===== src/rtl/bitscan_pkg.sv =====
// Shared types for the set-bit iterator: FSM state encoding.
package bitscan_pkg;

  typedef enum logic {
    IDLE = 1'b0,
    BUSY = 1'b1
  } iter_state_e;

endpackage


===== src/rtl/lsb_index.sv =====
// Combinational lowest-set-bit locator: index of the least significant 1 and a zero flag.
module lsb_index #(
  parameter  int unsigned DATA_WIDTH = 32,
  localparam int unsigned IDX_W      = $clog2(DATA_WIDTH)
) (
  input  logic [DATA_WIDTH-1:0] word,
  output logic [IDX_W-1:0]      idx,
  output logic                  none
);

  // Scan from the top down so the lowest set bit is the last to write idx.
  always_comb begin
    idx  = '0;
    none = (word == '0);
    for (int i = int'(DATA_WIDTH) - 1; i >= 0; i--) begin
      if (word[i]) begin
        idx = IDX_W'(i);
      end
    end
  end

endmodule


===== src/rtl/set_bit_iter.sv =====
// Serialises each accepted word into a stream of set-bit indices, lowest first,
// with the final beat flagged; an all-zero word yields a single zero-flagged beat.
module set_bit_iter
  import bitscan_pkg::*;
#(
  parameter  int unsigned DATA_WIDTH = 32,
  localparam int unsigned IDX_W      = $clog2(DATA_WIDTH)
) (
  input  logic                  clk,
  input  logic                  resetn,
  input  logic [DATA_WIDTH-1:0] din,
  input  logic                  din_valid,
  output logic                  din_ready,
  output logic [IDX_W-1:0]      dout,
  output logic                  dout_zero,
  output logic                  dout_last,
  output logic                  dout_valid,
  input  logic                  dout_ready
);

  iter_state_e           state_q, state_d;
  logic [DATA_WIDTH-1:0] word_q, word_d;
  logic                  zero_q, zero_d;

  logic [DATA_WIDTH-1:0] word_rest_c;
  logic [IDX_W-1:0]      lsb_idx_c;
  logic                  lsb_none_c;
  logic                  busy_c;
  logic                  last_c;
  logic                  out_fire_c;
  logic                  in_fire_c;

  lsb_index #(
    .DATA_WIDTH (DATA_WIDTH)
  ) u_lsb_index (
    .word (word_q),
    .idx  (lsb_idx_c),
    .none (lsb_none_c)
  );

  // Beat decode and handshakes; a last beat frees the slot in the same cycle.
  always_comb begin
    busy_c      = (state_q == BUSY);
    word_rest_c = word_q & (word_q - DATA_WIDTH'(1));
    last_c      = zero_q | lsb_none_c | (word_rest_c == '0);
    out_fire_c  = busy_c & dout_ready;
    din_ready   = ~busy_c | (out_fire_c & last_c);
    in_fire_c   = din_valid & din_ready;

    dout_valid  = busy_c;
    dout        = busy_c ? lsb_idx_c : '0;
    dout_zero   = busy_c & zero_q;
    dout_last   = busy_c & last_c;
  end

  // Next state: retire the lowest bit per beat, reload on accept.
  always_comb begin
    state_d = state_q;
    word_d  = word_q;
    zero_d  = zero_q;

    if (out_fire_c) begin
      if (last_c) begin
        state_d = IDLE;
      end else begin
        word_d = word_rest_c;
      end
    end

    if (in_fire_c) begin
      state_d = BUSY;
      word_d  = din;
      zero_d  = (din == '0);
    end
  end

  always_ff @(posedge clk) begin
    if (!resetn) begin
      state_q <= IDLE;
      word_q  <= '0;
      zero_q  <= 1'b0;
    end else begin
      state_q <= state_d;
      word_q  <= word_d;
      zero_q  <= zero_d;
    end
  end

endmodule


===== config.mk =====
export PLATFORM = sky130hd
export DESIGN_NAME = set_bit_iter
export DESIGN_NICKNAME = d
export VERILOG_FILES = /design/src/rtl/bitscan_pkg.sv /design/src/rtl/lsb_index.sv /design/src/rtl/set_bit_iter.sv
export SDC_FILE = /design/constraint.sdc
export NUM_CORES = 1
export LEC_CHECK = 0
export ABC_CLOCK_PERIOD_IN_PS = 4300
export BUFFER_PORTS_ARGS = -buffer_cell sky130_fd_sc_hd__buf_4
export CORE_ASPECT_RATIO = 0.75
export CORE_MARGIN = 5
export CORE_UTILIZATION = 40
export CTS_BUF_LIST = sky130_fd_sc_hd__clkbuf_16
export CTS_CLUSTER_SIZE = 24
export DETAILED_ROUTE_END_ITERATION = 10
export GPL_TIMING_DRIVEN = 1
export RECOVER_POWER = 25
export SYNTH_ARGS = -nofsm -noshare
export SYNTH_HDL_FRONTEND = slang
export SYNTH_SLANG_ARGS = --single-unit

===== constraint.sdc =====
create_clock -name clk -period 4.3 [get_ports clk]
set_input_delay 0.43 -clock clk [delete_from_list [all_inputs] [get_ports clk]]
set_output_delay 0.43 -clock clk [all_outputs]
set_load 0.05 [all_outputs]

==> results.toml <==
[outcome]
status = "complete, no violations"

[global_routing]
grt_pass1_vias = 2711
gr-usage-all-layers_pct = 22.2
grt_start_max_net_pins = 43
grt_pass1_wl_um = 14300
grt_antenna_before_repair = 0
gr-total-overflow = 0

[sta]
clock_skew_ns = 0.00753
final.setup.tns_ns = 0
worst_slew_pin_slew_ns = 1.21
fin_crit_ns = 4.05
hold_violations = 0
max_freq_ghz = 0.247
fin_crit_sh_pct = 94.1
rsz0062_at_grt = "no"
relSlewSlack_pct = 19.6
finalSetupViolCount = 0
maxSlewViolCount = 0

[synth]
synth_edf_count = 0
synth_cells = 362
synth_top_area_share_pct = 26.2
syn_area_mm2 = 0.00260
syn_nets = 398
ys_seq_area_share_pct = 26.2
yosysUniqueCellTypes = 56
synthTopCellsByArea = "dfxtp_1, a21oi_1, nand2_1, a21boi_0, nor4_1"
synthMostInstantiatedCell = "nand2_1"
ys_top_cells_by_count = "nand2_1, dfxtp_1, a21oi_1, clkbuf_1"
avgSynthCellArea_um2 = 7.19
yosys_most_used_dff = "dfxtp_1"
ys_ff_latch = 34
ys_warn_count = 0
async_flop_share_pct = 0
yosysTopAreaCell = "dfxtp_1"

[drt]
first_pass_iters = 5
wl_per_cell_um = 20.1
routed_wl_um = 9500
drc = 0
num_vias = 3022
routed_via_density = 6.40
antenna_left = 0
drt_iter0_drc = 419

[worst_hold_path]
hold_path_class = "input pin to flip-flop"
holdPathStages = 3

[power]
swShare_pct = 43.2
total_power_uw = 1360
pwr-share-comb_pct = 43.3
ir_drop_mv = 0.174
p_leak_uw = 0.00113
p_per_area_mw_per_mm2 = 437
power.share.sequential_pct = 30.6
switching_power_uw = 586
clockPowerShare_pct = 26.1
intPower_uw = 770

[worst_setup_path]
critPathBufInv = 1
cp_cell_sequence = "or4_1 -> or4_4 -> a2111oi_1 -> a21oi_1 -> nor4b_4 -> a21oi_4 -> nor2_1 -> buf_4"
crit_slowest_cell = "or4_4"
path_depth = 8
crit_fanout = 13
worstSetupPathType = "flip-flop to primary output"
cp.arrival_ns = 3.62
crit_path_start_kind = "flip-flop"
crit_path_end_kind = "primary output"
critPathTopFamily = "simple AND/OR/NAND/NOR gates"
required_ns = 3.87
reg2reg_depth = 9
critPathMaxStageDelay_ns = 0.66

[floorplanning]
row_count = 25
ioPinCount = 45
die_h_um = 79.9
die_area_mm2 = 0.00824
initial_core_util_pct = 41.2
die_x_um = 103
core_mm2 = 0.00632

[run]
cap_violations = 0

[clocking]
insertion_delay_ns = 0.28
cts_setup_buffers = 0
cts.sinks = 34
cts_hold_buffers = 0
htreeDepth = 2
clockBufferDepth = 2
cts_tree = "built"
cts-resized-gates = 0
root_buffer = "clkbuf_16"
cts.clk_slew.worst_paths_ns = 0.06
cts_buffers = 5

[layout]
nNetsFinal = 426
diodes = 0
areaGrowthSynthToFinish_pct = 19.2
drive_gt1_share_pct = 14.8

[placement]
dp.final_hpwl_um = 6820
numPortBuffers = 44
globalplace.congestion = 0.915
## logic make-up after synthesis
logic type	Yosys count	share of synthesized area (%)
fa+ha+maj	1	0.385
simple gates	144	29.3
compound gates	137	35.5
buf+inv	41	6.63
mux	5	1.97
flops	34	26.2
## state kept, by name, summed over array words and instances, names as in the netlist
register,flops
word_q,32
dout_valid,1
zero_q,1
## final timing paths
| path | start | to | slack, ns |
|---|---|---|---|
| setup / recovery | word_q[8] | din_ready | 0.25 |
| setup reg to reg | word_q[8] | word_q[5] | 0.41 |
| hold reg to reg | zero_q | zero_q | 0.51 |
| hold / removal | din[9] | word_q[9] | 0.36 |
## power groups by stage
stage               Sequential [uW]  Combinational [uW]  Clock, uW
detailed placement              417                 549          0
floorplan                       385                 411          0
CTS                             410                 552        355
finish                          415                 587        354
global placement                416                 548          0
global route                    419                 629        371
## per-layer routing
metal  routed length [um]  track usage, %  vias to the layer above
met4                   63            3.49                        0
met2                 3920            30.7                      191
li1                     -               -                     1435
met1                 4450            35.0                     1386
met3                 1060            4.98                       10
met5                    0               0                        -
## worst reg2reg max path, delay by kind of cell (launching register included)
kind | cells | cell delay, ns
AND/OR/NAND/NOR | 3 | 1.80
AO/OA/AOI/OAI | 6 | 1.57
flip-flops | 1 | 0.43
## stage by stage
step	hold slack [ns]	instance area, um2	setup slack [ns]	cells	util (%)
CTS	0.357	3100	0.123	470	49.0
detailed placement	0.501	2960	0.423	462	46.8
floorplan	0.445	2600	0.435	362	-
global route	0.374	3100	0.0317	472	49.1
finish	0.356	3100	0.253	472	49.1
global placement	0.487	2960	0.599	462	46.8
## area by class of cell
class / count / area [um2]
Clock buffer: 5 / 125
Clock inverter: 3 / 16.3
Fill cell: 658 / 3220
Inverter: 10 / 37.5
Multi-Input combinational cell: 289 / 1790
Sequential cell: 34 / 681
Tap cell: 81 / 101
Timing Repair Buffer: 50 / 349
## placed cells by master, fill, tap and decap left out, types with 4 or more instances in the layout
cell type,count
nor2_1,18
nor2b_1,8
clkbuf_16,5
nand3_1,19
o311ai_0,5
dfxtp_1,34
nor3_1,7
o21ai_0,19
clkbuf_1,7
buf_4,43
o31ai_1,6
o21a_1,13
or3_1,4
a21boi_0,14
and2_1,4
a31oi_1,9
mux2i_1,4
a21oi_1,30
or4_1,5
nand2b_1,15
nand2_1,37
a211oi_1,4
inv_1,10
nor4_1,16
o21bai_1,4
Note: power is estimated with default switching activity, not from simulation.
